==> config.mk <==
export PLATFORM = sky130hd
export DESIGN_NAME = mc_control
export DESIGN_NICKNAME = d
export VERILOG_FILES = /design/src/rtl/mips_ctrl_pkg.sv /design/src/rtl/mc_control_decode.sv /design/src/rtl/mc_control.sv
export SDC_FILE = /design/constraint.sdc
export NUM_CORES = 1
export LEC_CHECK = 0
export ABC_AREA = 0
export ABC_CLOCK_PERIOD_IN_PS = 2150
export BUFFER_PORTS_ARGS = -buffer_cell sky130_fd_sc_hd__buf_2
export CAP_MARGIN = 20
export CORE_UTILIZATION = 47
export CTS_BUF_LIST = sky130_fd_sc_hd__clkbuf_2 sky130_fd_sc_hd__clkbuf_4 sky130_fd_sc_hd__clkbuf_8
export DETAILED_ROUTE_END_ITERATION = 16
export PLACE_DENSITY = 0.81
export SKIP_CTS_REPAIR_TIMING = 1
export SYNTH_ARGS = -nofsm -noshare
export SYNTH_HDL_FRONTEND = slang
export SYNTH_HIERARCHICAL = 1
export SYNTH_SLANG_ARGS = --single-unit
==> constraint.sdc <==
create_clock -name clk -period 2.15 [get_ports clk]
set_clock_uncertainty 0.2 [all_clocks]
set_input_delay 0.1075 -clock clk [delete_from_list [all_inputs] [get_ports clk]]
set_output_delay 0.1075 -clock clk [all_outputs]
set_load 0.05 [all_outputs]
==> src/rtl/mips_ctrl_pkg.sv <==
// Shared definitions for the multi-cycle MIPS control path.
// Holds opcode constants, the FSM state encoding (4-bit, FETCH = 0) and the
// encodings of the alu_op, alu_src_b and pc_source mux selects. The ALU control
// and the datapath import the same package so both sides agree on encodings.
package mips_ctrl_pkg;

  // instr[31:26] opcodes
  localparam logic [5:0] OpR    = 6'b000000;
  localparam logic [5:0] OpLw   = 6'b100011;
  localparam logic [5:0] OpSw   = 6'b101011;
  localparam logic [5:0] OpBeq  = 6'b000100;
  localparam logic [5:0] OpAddi = 6'b001000;
  localparam logic [5:0] OpJ    = 6'b000010;

  typedef enum logic [3:0] {
    StFetch  = 4'd0,
    StDecode = 4'd1,
    StMemAdr = 4'd2,
    StMemRd  = 4'd3,
    StMemWb  = 4'd4,
    StMemWr  = 4'd5,
    StRtEx   = 4'd6,
    StRtWb   = 4'd7,
    StBeqEx  = 4'd8,
    StAddiEx = 4'd9,
    StAddiWb = 4'd10,
    StJEx    = 4'd11
  } state_e;

  // alu_op
  localparam logic [1:0] AluOpAdd   = 2'd0;
  localparam logic [1:0] AluOpSub   = 2'd1;
  localparam logic [1:0] AluOpFunct = 2'd2;

  // alu_src_b
  localparam logic [1:0] SrcBReg    = 2'd0;
  localparam logic [1:0] SrcBFour   = 2'd1;
  localparam logic [1:0] SrcBImm    = 2'd2;
  localparam logic [1:0] SrcBImmSh2 = 2'd3;

  // pc_source
  localparam logic [1:0] PcSrcAlu    = 2'd0;
  localparam logic [1:0] PcSrcAluOut = 2'd1;
  localparam logic [1:0] PcSrcJump   = 2'd2;

  function automatic logic is_known_op(input logic [5:0] op);
    return (op == OpR) || (op == OpLw) || (op == OpSw) || (op == OpBeq) ||
           (op == OpAddi) || (op == OpJ);
  endfunction

endpackage

==> src/rtl/mc_control_decode.sv <==
// Combinational state-to-control decoder for the multi-cycle MIPS FSM.
// Produces the raw (ungated) control word for a given state; the top level
// applies mem_ready and reset qualification to the write enables.
// Ports:
//   state_i        current FSM state (mips_ctrl_pkg::state_e encoding)
//   pc_write_o .. pc_source_o   raw datapath controls for that state
module mc_control_decode
  import mips_ctrl_pkg::*;
(
  input  logic [3:0] state_i,
  output logic       pc_write_o,
  output logic       pc_write_cond_o,
  output logic       iord_o,
  output logic       mem_read_o,
  output logic       mem_write_o,
  output logic       ir_write_o,
  output logic       mem_to_reg_o,
  output logic       reg_dst_o,
  output logic       reg_write_o,
  output logic       alu_src_a_o,
  output logic [1:0] alu_src_b_o,
  output logic [1:0] alu_op_o,
  output logic [1:0] pc_source_o
);

  state_e state;
  assign state = state_e'(state_i);

  always_comb begin
    pc_write_o      = 1'b0;
    pc_write_cond_o = 1'b0;
    iord_o          = 1'b0;
    mem_read_o      = 1'b0;
    mem_write_o     = 1'b0;
    ir_write_o      = 1'b0;
    mem_to_reg_o    = 1'b0;
    reg_dst_o       = 1'b0;
    reg_write_o     = 1'b0;
    alu_src_a_o     = 1'b0;
    alu_src_b_o     = SrcBReg;
    alu_op_o        = AluOpAdd;
    pc_source_o     = PcSrcAlu;

    unique case (state)
      StFetch: begin
        mem_read_o  = 1'b1;
        ir_write_o  = 1'b1;
        alu_src_b_o = SrcBFour;
        pc_write_o  = 1'b1;
      end
      // Precompute the branch target into ALUOut while the opcode decodes.
      StDecode: alu_src_b_o = SrcBImmSh2;
      StMemAdr, StAddiEx: begin
        alu_src_a_o = 1'b1;
        alu_src_b_o = SrcBImm;
      end
      StMemRd: begin
        mem_read_o = 1'b1;
        iord_o     = 1'b1;
      end
      StMemWr: begin
        mem_write_o = 1'b1;
        iord_o      = 1'b1;
      end
      StMemWb: begin
        reg_write_o  = 1'b1;
        mem_to_reg_o = 1'b1;
      end
      StRtEx: begin
        alu_src_a_o = 1'b1;
        alu_op_o    = AluOpFunct;
      end
      StRtWb: begin
        reg_write_o = 1'b1;
        reg_dst_o   = 1'b1;
      end
      StAddiWb: reg_write_o = 1'b1;
      StBeqEx: begin
        alu_src_a_o     = 1'b1;
        alu_op_o        = AluOpSub;
        pc_write_cond_o = 1'b1;
        pc_source_o     = PcSrcAluOut;
      end
      StJEx: begin
        pc_write_o  = 1'b1;
        pc_source_o = PcSrcJump;
      end
      default: ;
    endcase
  end

endmodule

==> src/rtl/mc_control.sv <==
// Multi-cycle MIPS control unit: Moore FSM sequencing fetch, decode, execute,
// memory and write-back for a shared single-memory / single-ALU datapath.
// Ports:
//   clk, rst        clock, synchronous active-high reset
//   opcode          instr[31:26] from the IR (valid from DECODE onward)
//   zero            ALU zero flag (forwarded by the datapath, unused here)
//   mem_ready       memory access completes this cycle
//   pc_write .. pc_source   datapath write enables and mux selects
//   illegal_op      one-cycle pulse in DECODE on an undecodable opcode
//   state_o         current state for debug
// WAIT_MEM = 1 stalls FETCH/MEMRD/MEMWR until mem_ready; 0 ignores mem_ready.
module mc_control
  import mips_ctrl_pkg::*;
#(
  parameter bit WAIT_MEM = 1'b1
) (
  input  logic       clk,
  input  logic       rst,
  input  logic [5:0] opcode,
  input  logic       zero,
  input  logic       mem_ready,
  output logic       pc_write,
  output logic       pc_write_cond,
  output logic       iord,
  output logic       mem_read,
  output logic       mem_write,
  output logic       ir_write,
  output logic       mem_to_reg,
  output logic       reg_dst,
  output logic       reg_write,
  output logic       alu_src_a,
  output logic [1:0] alu_src_b,
  output logic [1:0] alu_op,
  output logic [1:0] pc_source,
  output logic       illegal_op,
  output logic [3:0] state_o
);

  state_e state_q, state_d;
  state_e dec_state;
  logic   mem_go;
  logic   fetch_hold;
  logic   unused_zero;

  logic raw_pc_write, raw_pc_write_cond, raw_mem_write, raw_ir_write, raw_reg_write;

  assign unused_zero = zero;
  assign mem_go      = (WAIT_MEM == 1'b0) || mem_ready;

  always_ff @(posedge clk) begin
    if (rst) begin
      state_q <= StFetch;
    end else begin
      state_q <= state_d;
    end
  end

  always_comb begin
    state_d = state_q;
    unique case (state_q)
      StFetch: if (mem_go) state_d = StDecode;
      StDecode: begin
        unique case (opcode)
          OpLw, OpSw: state_d = StMemAdr;
          OpR:        state_d = StRtEx;
          OpBeq:      state_d = StBeqEx;
          OpAddi:     state_d = StAddiEx;
          OpJ:        state_d = StJEx;
          default:    state_d = StFetch;
        endcase
      end
      StMemAdr: state_d = (opcode == OpLw) ? StMemRd : StMemWr;
      StMemRd:  if (mem_go) state_d = StMemWb;
      StMemWr:  if (mem_go) state_d = StFetch;
      StRtEx:   state_d = StRtWb;
      StAddiEx: state_d = StAddiWb;
      StMemWb, StRtWb, StAddiWb, StBeqEx, StJEx: state_d = StFetch;
      default:  state_d = StFetch;
    endcase
  end

  // While in reset the mux selects show their FETCH values; the register
  // itself still holds the abandoned state until the reset edge.
  assign dec_state = rst ? StFetch : state_q;

  mc_control_decode u_decode (
    .state_i         (dec_state),
    .pc_write_o      (raw_pc_write),
    .pc_write_cond_o (raw_pc_write_cond),
    .iord_o          (iord),
    .mem_read_o      (mem_read),
    .mem_write_o     (raw_mem_write),
    .ir_write_o      (raw_ir_write),
    .mem_to_reg_o    (mem_to_reg),
    .reg_dst_o       (reg_dst),
    .reg_write_o     (raw_reg_write),
    .alu_src_a_o     (alu_src_a),
    .alu_src_b_o     (alu_src_b),
    .alu_op_o        (alu_op),
    .pc_source_o     (pc_source)
  );

  // IR and PC load only on the fetch cycle whose read actually completes.
  assign fetch_hold = (dec_state == StFetch) && !mem_go;

  assign pc_write      = raw_pc_write & ~rst & ~fetch_hold;
  assign ir_write      = raw_ir_write & ~rst & ~fetch_hold;
  assign pc_write_cond = raw_pc_write_cond & ~rst;
  assign mem_write     = raw_mem_write & ~rst;
  assign reg_write     = raw_reg_write & ~rst;
  assign illegal_op    = ~rst && (state_q == StDecode) && !is_known_op(opcode);

  assign state_o = state_q;

endmodule

* Yosys cells after proc, flatten, opt, wreduce, memory -nomap -nowiden *
Index checks and enable logic that the tools add are counted.

storage, ports and cells
  output and inout bits = 21
  bits in registers = 4
  input port bits = 10

operators by class
  mux-type cells = 20
  bitwise logic cells = 9
  reduce and logical (&&, ||, !) cells = 21
  equality and inequality tests = 25

operators with widths
  operator                                                                number
  4-bit case mux with 7 select lines                                      1
  4-bit by 3-bit equality test with 1-bit output (second input constant)  6
  4-bit equality test (second input constant)                             5
  4-bit case mux with 5 select lines                                      1
  4-bit by 2-bit equality test with 1-bit output (second input constant)  4
  4-bit 2-to-1 mux                                                        4
  6-bit equality test (second input constant)                             2
  1-bit 2-to-1 mux                                                        10
  2-bit OR reduction                                                      5
  4-bit by 1-bit equality test with 1-bit output (second input constant)  2
  4-bit zero test                                                         2
  2-bit case mux with 2 select lines                                      2
  1-bit AND                                                               7
  6-bit by 2-bit equality test with 1-bit output (second input constant)  1
  6-bit by 3-bit equality test with 1-bit output (second input constant)  1
  6-bit by 4-bit equality test with 1-bit output (second input constant)  1
  6-bit zero test                                                         1
  2-bit inequality test (second input constant)                           3
  2-bit case mux with 3 select lines                                      1
  1-bit logical OR                                                        5
  4-bit OR reduction                                                      1
  1-bit logical AND                                                       3
  3-bit 2-to-1 mux                                                        1
  3-bit AND reduction                                                     1
  other kinds (3)                                                         5

* Longest topological paths before layout *
Gate-level depths: netlist of the first run.

  word-level depth = 8
  gate-level depth with buffers = 7
  gate-level depth less buffers = 5

* Hierarchy *
The synthesis of the first run kept the hierarchy.

by module, submodules not included
  module             times used  area each (µm²)  cells each  sequential area each (µm²)
  mc_control         1           430.4            55          80.1
  mc_control_decode  1           215.2            32          0.0

* Least setup slack after synthesis of the first run *
Ideal clock, no wire load.

  kind = register -> output
  start = register state_q[0], in the netlist state_o[0]
  end = output port illegal_op
  stages on the path, launching flop included = 4
  slack = -0.840 ns
  arrival = 2.682 ns
  data required time = 1.842 ns
  path through = dfxtp_1 -> buf_2 -> nand3b_1 -> nor4b_1

between the ends
  longest elaborated chain between the ends = 3

ends and longest elaborated chain
  what                                            line               source
  start, declared                                 mc_control.sv:39   state_e state_q, state_d;
  start signal, assigned                          mc_control.sv:52   state_q <= StFetch;
  start signal, assigned                          mc_control.sv:54   state_q <= state_d;
  4-bit by 1-bit equality test with 1-bit output  mc_control.sv:111  assign illegal_op = ~rst && (state_q == StDecode) && !is_known_op(opcode);
  1-bit logical AND (2 in series)                 mc_control.sv:111
  end, declared                                   mc_control.sv:35   output logic illegal_op,

Every way passes these cells.

* Final worst setup path of the first run *
  start = register state_q[3], in the netlist state_o[3]
  end = output port alu_src_b[1]

between the ends
  longest elaborated chain between the ends = 4
  elaborated cells between the ends (all ways) = 7

ends and longest elaborated chain
  what                                                                                          line                     source
  4-bit 2-to-1 mux (*)                                                                          mc_control.sv:84         assign dec_state = rst ? StFetch : state_q;
  net dec_state[3]                                                                              mc_control.sv:40         state_e dec_state;
  4-bit by 2-bit equality test with 1-bit output / 4-bit equality test (equally long branches)  mc_control_decode.sv:44  unique case (state)
  2-bit OR reduction                                                                            --
  2-bit case mux with 3 select lines (*)                                                        mc_control_decode.sv:44
  end, declared                                                                                 mc_control.sv:32         output logic [1:0] alu_src_b,

The timed path passes the listed nets; every way through them passes the cells marked *.

==> qor.txt, run 1 <==
number of synthesized register bits: 4
outcome: finished, final reports clean
standard cell area after detailed placement: 876 um^2
Required @ worst endpoint: 1840 ps
post-synthesis cell type with the largest combined area: sky130_fd_sc_hd__dfxtp_1
Bufs on Longest Clock Path: 2
overall global routing resource usage: 25.1%
IR drop worst, VDD: 0.369 mV
CTS tree: done
HP Class: input pin to flip-flop
core box area: 1190 um^2
total net switching power: 0.000101 W
ANT cells: 0
Die Height: 39.1 um
cell with the most instances after synthesis: sky130_fd_sc_hd__nor2_1
switching share of total power: 37.0%
proportion of power drawn by the clock network: 35.1%
area of the die: 1530 um^2
P_int: 0.000171 W
most common flop cell mapped by yosys: sky130_fd_sc_hd__dfxtp_1
via count: 751
share of power burned in combinational logic: 36.9%
DRC errors left: 0
Starting DRT DRC Count: 8
post-route cell area: 926 um^2
arrival time of data at the critical path endpoint: 1780 ps
multi-input combinational cell area: 567 um^2
Clock Root Buffer: sky130_fd_sc_hd__clkbuf_4
number of fill cells in the layout: 98
sequential area share after synthesis: 12.4%
horizontal die dimension: 39.1 um
Via density: 5.60
placed wire-length estimate after detailed placement: 1290 um
antenna violations before repair: 0
unique cell type count in the Yosys netlist: 43
maximum clock rate: 0.478 GHz
synth top area cells: sky130_fd_sc_hd__dfxtp_1 12%, sky130_fd_sc_hd__nor2_1 5.8%, sky130_fd_sc_hd__buf_6 5.2%, sky130_fd_sc_hd__nor2b_1 4.8%, sky130_fd_sc_hd__o21ai_0 4.7%
power density over the cells: 294 nW/um^2
cells along the critical path: nor2b_1 -> buf_4 -> or3b_1 -> a21oi_4 -> buf_2
final net count: 132
Synth async-reset ratio: 0%
most frequent cells after synthesis: 10 x sky130_fd_sc_hd__nor2_1, 6 x sky130_fd_sc_hd__o21ai_0, 5 x sky130_fd_sc_hd__a21oi_1, 5 x sky130_fd_sc_hd__nor2b_1
number of H-tree levels: 1
max_slew headroom: 77.8%
global route overflow: 0
Routability Congestion: 0.790
wire length after detailed routing: 1690 um
count of warnings emitted by yosys: 6
Row Count: 12
synthesized netlist net count: 97
number of global-route vias before repair: 604
area fraction of the dominant cell type after synthesis: 12.4%
register area: 86.3 um^2
type of origin of the critical path: flip-flop
synthesized cell area: 646 um^2
maximum number of pins on one net before global-route repair: 13
Critical Path Sink Type: output port
Worst-Margin Slew: 330 ps
clock latency on the worst-skew pair: 240 ps
clock slew seen by the registers of the worst setup and hold paths: 40 ps
DP Cell Count: 131
Crit Path Max Fanout: 9
crit path kind: flip-flop to output port
sequential power share: 28.0%
Worst path max stage delay: 410 ps
synthesis-to-layout area growth: 43.4%
standby leakage power: 0.440 nW
RSZ-0062 raised after global routing: no
average instance area after synthesis: 7.42 um^2
max FFs per register: 4
wire length of the first global-routing pass: 2600 um
period utilisation layout: 97.2%
Final min period: 2090 ps
average wire per cell in the routed design: 12.6 um
slowest stage cell on the critical path: sky130_fd_sc_hd__or3b_1
Slew Limit Fails: 0
Final Hold Violating Endpoints: 0
number of optimization iterations in the first detailed-route pass: 4
number of enable-type register cells in the synthesized netlist: 0
number of buffers inserted by port buffering: 29
remaining antenna violation count: 0
number of top-level pins: 31
Num Clock Sinks: 4
instance count of the mapped netlist: 87
count of max-cap constraint violations: 0
Initial Util: 54.4%
Setup violations, final: 0
post-route non-filler standard cell count: 134
proportion of layout cells with a drive suffix above 1: 54.2%
clock buffers created by TritonCTS: 3
per-layer routing:
layer  routed length (um)  global-route usage [%]
met1                  806                    30.5
met2                  799                    41.7
met3                   83                    7.51
met4                    0                    7.76
met5                    0                       0
power groups by stage:
stage	logic, W	clock network (W)	registers [W]
2_1_floorplan	0.0000636	0	0.0000844
3_3_place_gp	0.0000957	0	0.0000785
3_5_place_dp	0.0000981	0	0.0000786
4_1_cts	0.0000983	0.0000975	0.0000774
5_1_grt	0.000109	0.000103	0.0000764
6_report	0.000100	0.0000954	0.0000763
final timing paths:
kind                   start           end  slack [ps]  cells past startpoint
hold reg to reg   state_o[3]    state_o[3]         400                      1
hold / removal     opcode[4]    state_o[3]          20                      3
setup / recovery  state_o[3]  alu_src_b[1]          60                      5
setup reg to reg  state_o[0]    state_o[0]         630                      5
worst max-delay path: cells and delay by family, from the launching register on:
kind                   cells  cell delay [ps]
AND/OR/NAND/NOR            2              590
buffers and inverters      2              460
flip-flops                 1              360
AO/OA/AOI/OAI              1              130
layout make-up:
type | count | area share [%]
well taps | 14 | 1.89
multi-input cells | 71 | 61.2
flip-flops and latches | 4 | 9.32
inverters | 4 | 1.62
clock buffers | 3 | 2.43
repair buffers | 38 | 23.5
logic make-up after synthesis:
group	synth area share [%]
flip-flops	12.4
XOR/XNOR	4.07
AND/OR/NAND/NOR	47.7
buffers and inverters	12.0
AO/OA/AOI/OAI	23.8
through the flow:
step,TNS (ps),hold WS (ps),util (%),setup WS [ps],power (W)
2_1_floorplan,-374,132,-,-151,0.000148
3_3_place_gp,0,264,73.8,223,0.000174
6_report,0,21.3,78.1,59.6,0.000272
3_5_place_dp,0,263,73.8,162,0.000177
4_1_cts,-252,18.0,75.7,-88.3,0.000273
5_1_grt,0,20.9,78.1,0.00322,0.000288
placed cells by master (no fill, tap or decap), types with 3 or more instances in the layout:
cell type and n:
sky130_fd_sc_hd__o21ai_1 3, sky130_fd_sc_hd__buf_4 10, sky130_fd_sc_hd__o21ai_0 5, sky130_fd_sc_hd__nor2_1 7
sky130_fd_sc_hd__inv_1 4, sky130_fd_sc_hd__clkbuf_4 4, sky130_fd_sc_hd__buf_2 27, sky130_fd_sc_hd__a21oi_1 4
sky130_fd_sc_hd__nand2b_1 3, sky130_fd_sc_hd__nor2b_4 3
No activity file was read; power rests on OpenSTA's default activity.
==> inputs of run 2 (changes only) <==
Settings changed: ABC_AREA 0 to not set, CORE_UTILIZATION 47 to 30, PLACE_DENSITY 0.81 to not set.
==> qor.txt, run 2 (synthesis gave the netlist of run 1 again) <==
number of optimization iterations in the first detailed-route pass: 4 (unchanged)
post-route cell area: 942 um^2 (+1.8%)
post-route non-filler standard cell count: 146 (+9.0%)
maximum number of pins on one net before global-route repair: 13 (unchanged)
CTS tree: done
synthesis-to-layout area growth: 45.9%
HP Class: input pin to flip-flop
Hold Crit Start: opcode[4]
number of cells on the worst reg-to-reg path: 5 (unchanged)
Slew Limit Fails: 0 (unchanged)
switching share of total power: 37.6% (+0.60 points)
Setup violations, final: 0 (unchanged)
Hold Slack: 5.55 ps (-15.7 ps)
power density over the cells: 294 nW/um^2 (-0.13%)
number of buffers inserted by port buffering: 29 (unchanged)
Crit Path Max Fanout: 8 (-1)
arrival time of data at the critical path endpoint: 1770 ps (about the same)
ANT cells: 0 (unchanged)
Critical Path Sink Type: output port
share of power burned in combinational logic: 36.7% (-0.2 points)
leading cell types in the layout, fill and taps excluded: 26 x sky130_fd_sc_hd__buf_2, 9 x sky130_fd_sc_hd__buf_4, 6 x sky130_fd_sc_hd__nor2_1
Die Height: 48.4 um (+24%)
period utilisation layout: 96.4% (-0.83 points)
global route overflow: 0 (unchanged)
total power draw: 0.000277 W (+1.6%)
clock latency on the worst-skew pair: 250 ps (about the same)
crit path kind: flip-flop to output port
core box area: 2000 um^2 (+69%)
max FFs per register: 4 (unchanged)
Row Count: 16 (+4)
number of buffer and inverter instances along the worst setup path: 2 (unchanged)
Num Clock Sinks: 4 (unchanged)
Final min period: 2070 ps (-17.8 ps)
IR drop worst, VDD: 0.211 mV (-43%)
Required @ worst endpoint: 1840 ps (about the same)
proportion of power drawn by the clock network: 35.6% (+0.5 points)
max_slew headroom: 78.5% (+0.73 points)
wire length after detailed routing: 1640 um (-3.0%)
final net count: 131 (-0.76%)
outcome: finished, final reports clean
most common library cell in the layout ignoring fill and taps: sky130_fd_sc_hd__buf_2
Final Hold Violating Endpoints: 0 (unchanged)
Bufs on Longest Clock Path: 2 (unchanged)
count of max-cap constraint violations: 0 (unchanged)
Worst Hold Path Cells: 3 (unchanged)
standard cell area after detailed placement: 885 um^2 (+1.0%)
area of the die: 2340 um^2 (+53%)
DP Cell Count: 143 (+9.2%)
Worst path max stage delay: 550 ps (+140 ps)
sequential power share: 27.7% (-0.3 points)
end point of the worst hold path: state_o[3]
DRC errors left: 0 (unchanged)
Initial Util: 32.2% (-22 points)
slowest stage cell on the critical path: sky130_fd_sc_hd__or4b_4
wire length of the first global-routing pass: 2860 um (+10%)
standby leakage power: 0.436 nW (-0.99%)
register area: 86.3 um^2 (unchanged)
maximum clock rate: 0.482 GHz (+0.86%)
overall global routing resource usage: 15.1% (-10 points)
Starting DRT DRC Count: 12 (+4)
Routability Congestion: 0.822 (+4.1%)
cells along the critical path: inv_2 -> nor2_4 -> or4b_4 -> o211ai_2 -> nor2b_2 -> clkbuf_4
placed wire-length estimate after detailed placement: 1290 um (-0.41%)
proportion of layout cells with a drive suffix above 1: 56.3% (+2.1 points)
number of top-level pins: 31 (unchanged)
Via density: 5.10 (-9.1%)
Worst-Margin Slew: 319 ps (-11.2 ps)
Clock Root Buffer: sky130_fd_sc_hd__clkbuf_4
multi-input combinational cell area: 572 um^2 (+0.88%)
clock slew seen by the registers of the worst setup and hold paths: 40 ps (about the same)
number of fill cells in the layout: 210 (+110%)
r2r startpoint: state_o[0]
type of origin of the critical path: flip-flop
antenna violations before repair: 0 (unchanged)
number of H-tree levels: 1 (unchanged)
R2R Path End: state_o[0]
via count: 744 (-0.93%)
remaining antenna violation count: 0 (unchanged)
register-to-register path setup slack: 700 ps (+70 ps)
average wire per cell in the routed design: 11.2 um (-11%)
P_int: 0.000173 W (+0.65%)
horizontal die dimension: 48.4 um (+24%)
CP delay by family, top: simple AND/OR/NAND/NOR gates
total net switching power: 0.000104 W (+3.3%)
clock buffers created by TritonCTS: 3 (unchanged)
number of global-route vias before repair: 685 (+13%)
-- run 2: cell types whose count changed in the layout (fill, tap and decap cells not counted), sizes merged --
cell    before  now
buf         37   35
clkbuf       4    5
-- run 2: power by group through the flow --
stage,Clock [W],Combinational (W),Sequential [W]
6_report,0.0000985,0.000102,0.0000765
5_1_grt,0.000107,0.000110,0.0000767
4_1_cts,0.000102,0.0000980,0.0000777
3_5_place_dp,0,0.0000978,0.0000788
3_3_place_gp,0,0.0000967,0.0000788
2_1_floorplan,0,0.0000636,0.0000844
-- run 2: cell type report --
cell class,count,area share (%)
multi-input cells,71,60.7
repair buffers,37,22.6
flip-flops and latches,4,9.16
well taps,27,3.59
clock buffers,3,2.39
inverters,4,1.59
-- run 2: per-stage QoR --
stage               TNS, ps  util (%)  worst slack [ps]
global placement          0      44.2               201
CTS                    -265      45.3             -87.4
global route          -4.89      47.1             -3.32
detailed placement        0      44.2               189
finish                    0      47.1              77.4
floorplan              -374         -              -151
-- run 2: worst min-delay path, stage by stage --
cell                      delay [ps]
sky130_fd_sc_hd__buf_2            90
sky130_fd_sc_hd__nor4_2           50
sky130_fd_sc_hd__o21ba_1         160
-- run 2: routing by layer --
metal	GRT usage, %	part of all wire [%]	wire length (um)
met3	0.943	5.1	84
met4	7.35	0.85	14
met1	18.5	44	715
met5	0	0	0
met2	26.5	50	823
-- run 2: how the worst max path moves through the flow --
stage | startpoint | end | slack (ps) | cells after the start
finish | state_o[1] | reg_write | 80 | 6
global route | state_o[1] | reg_write | -3 | 6
CTS | state_o[1] | mem_read | -90 | 6
detailed placement | state_o[1] | mem_read | 190 | 6
global placement | state_o[1] | reg_write | 200 | 6
floorplan | state_o[0] | illegal_op | -150 | 3
==> inputs of run 3 (changes only) <==
Settings changed: ABC_CLOCK_PERIOD_IN_PS 2150 to 2500, CORE_UTILIZATION 30 to 35.
Clock period 2.15 ns to 2.5 ns, I/O delays scaled along.
==> qor.txt, run 3 (synthesis gave the netlist of run 1 again) <==
number of global-route vias before repair: 616 (-10%)
remaining antenna violation count: 0 (unchanged)
Critical Path Sink Type: output port
leading cell types in the layout, fill and taps excluded: 29 x sky130_fd_sc_hd__buf_2, 9 x sky130_fd_sc_hd__nor2_1, 5 x sky130_fd_sc_hd__o21ai_0
ANT cells: 0 (unchanged)
proportion of layout cells with a drive suffix above 1: 42.6% (-14 points)
max FFs per register: 4 (unchanged)
Routability Congestion: 0.817 (-0.58%)
Die Height: 45.0 um (-7.1%)
maximum clock rate: 0.428 GHz
DRC errors left: 0 (unchanged)
wire length after detailed routing: 1490 um (-8.8%)
standby leakage power: 0.403 nW (-7.4%)
count of max-cap constraint violations: 0 (unchanged)
overall global routing resource usage: 16.4% (+1.3 points)
global route overflow: 0 (unchanged)
number of top-level pins: 31 (unchanged)
IR drop worst, VDD: 0.223 mV (+5.6%)
Final min period: 2340 ps
Post-Route Setup TNS: 0 ps (unchanged)
RSZ-0062 raised after global routing: no
Post-Route Utilization: 48.3% (+1.3 points)
Final Hold Violating Endpoints: 0 (unchanged)
clock slew seen by the registers of the worst setup and hold paths: 40 ps (about the same)
antenna violations before repair: 0 (unchanged)
outcome: finished, final reports clean
final net count: 127 (-3.1%)
number of optimization iterations in the first detailed-route pass: 4 (unchanged)
maximum number of pins on one net before global-route repair: 14 (+1)
Bufs on Longest Clock Path: 2 (unchanged)
placed wire-length estimate after detailed placement: 1190 um (-7.5%)
Slew Limit Fails: 0 (unchanged)
max_slew headroom: 74.2% (-4.4 points)
origin of the worst setup path: state_o[1]
power density over the cells: 267 nW/um^2 (-9.1%)
clock buffers created by TritonCTS: 3 (unchanged)
clock latency on the worst-skew pair: 230 ps (-20 ps)
wire length of the first global-routing pass: 2500 um (-13%)
Row Count: 15 (-1)
number of buffers inserted by port buffering: 29 (unchanged)
period utilisation layout: 93.5%
Hold Crit Start: rst
crit path kind: flip-flop to output port
total power draw: 0.000223 W (-19%)
r2r startpoint: state_o[0]
arrival time of data at the critical path endpoint: 2010 ps (+240 ps)
most common library cell in the layout ignoring fill and taps: sky130_fd_sc_hd__buf_2
horizontal die dimension: 45.0 um (-7.1%)
via count: 731 (-1.7%)
area of the die: 2020 um^2 (-14%)
Clock Root Buffer: sky130_fd_sc_hd__clkbuf_4
type of origin of the critical path: flip-flop
Num Clock Sinks: 4 (unchanged)
Worst-Margin Slew: 387 ps (+67.6 ps)
synthesis-to-layout area growth: 29.3%
Crit Path Max Fanout: 9 (+1)
Via density: 5.22 (+2.5%)
average wire per cell in the routed design: 10.7 um (-4.9%)
Starting DRT DRC Count: 23 (+11)
number of H-tree levels: 1 (unchanged)
core box area: 1730 um^2 (-14%)
CTS tree: done
Required @ worst endpoint: 2170 ps (+330 ps)
HP Class: input pin to flip-flop
Initial Util: 37.4% (+5.1 points)
Setup violations, final: 0 (unchanged)
## run 3: changes by cell type in the layout (fill, tap and decap cells not counted), sizes merged
cell and change:
clkbuf -2, buf -2
## run 3: critical path: stages, from the launching register on
cell	delay (ps)
sky130_fd_sc_hd__dfxtp_1	450
sky130_fd_sc_hd__inv_1	150
sky130_fd_sc_hd__nor2_2	200
sky130_fd_sc_hd__buf_4	180
sky130_fd_sc_hd__or3b_1	390
sky130_fd_sc_hd__a21oi_2	130
sky130_fd_sc_hd__buf_2	270
## run 3: path summary, 6_finish.rpt
kind / to / slack (ps) / cells past startpoint
hold / removal: state_o[1] / 50 / 2
hold reg to reg: state_o[1] / 440 / 2
setup / recovery: alu_src_b[1] / 160 / 6
setup reg to reg: state_o[1] / 940 / 4
## run 3: where the power goes
group          internal [W]  switching, W
clock network     0.0000535     0.0000239
logic             0.0000247     0.0000511
registers         0.0000656    0.00000392
total              0.000144     0.0000789
## run 3: routing by layer
metal / vias up / global-route usage [%] / share of wire (%)
li1: 371 / - / -
met1: 333 / 20.6 / 46
met2: 27 / 28.4 / 49
met3: 0 / 1.20 / 4.9
met4: 0 / 7.27 / 0
met5: - / 0 / 0
## run 3: area by class of cell
class                           count  area (um^2)
Clock buffer                        3         22.5
Inverter                            4         15.0
Sequential cell                     4         80.1
Tap cell                           25         31.3
Multi-Input combinational cell     71          510
Fill cell                         200          892
Timing Repair Buffer               33          175
## run 3: per-stage QoR
step	hold WS (ps)	cells	setup slack, ps	area, um^2
final	53.6	140	163	835
after detailed placement	289	137	376	810
after floorplan	157	87	3.71	666
after global routing	73.3	140	0.469	835
after global placement	283	137	431	810
after CTS	43.3	140	114	832
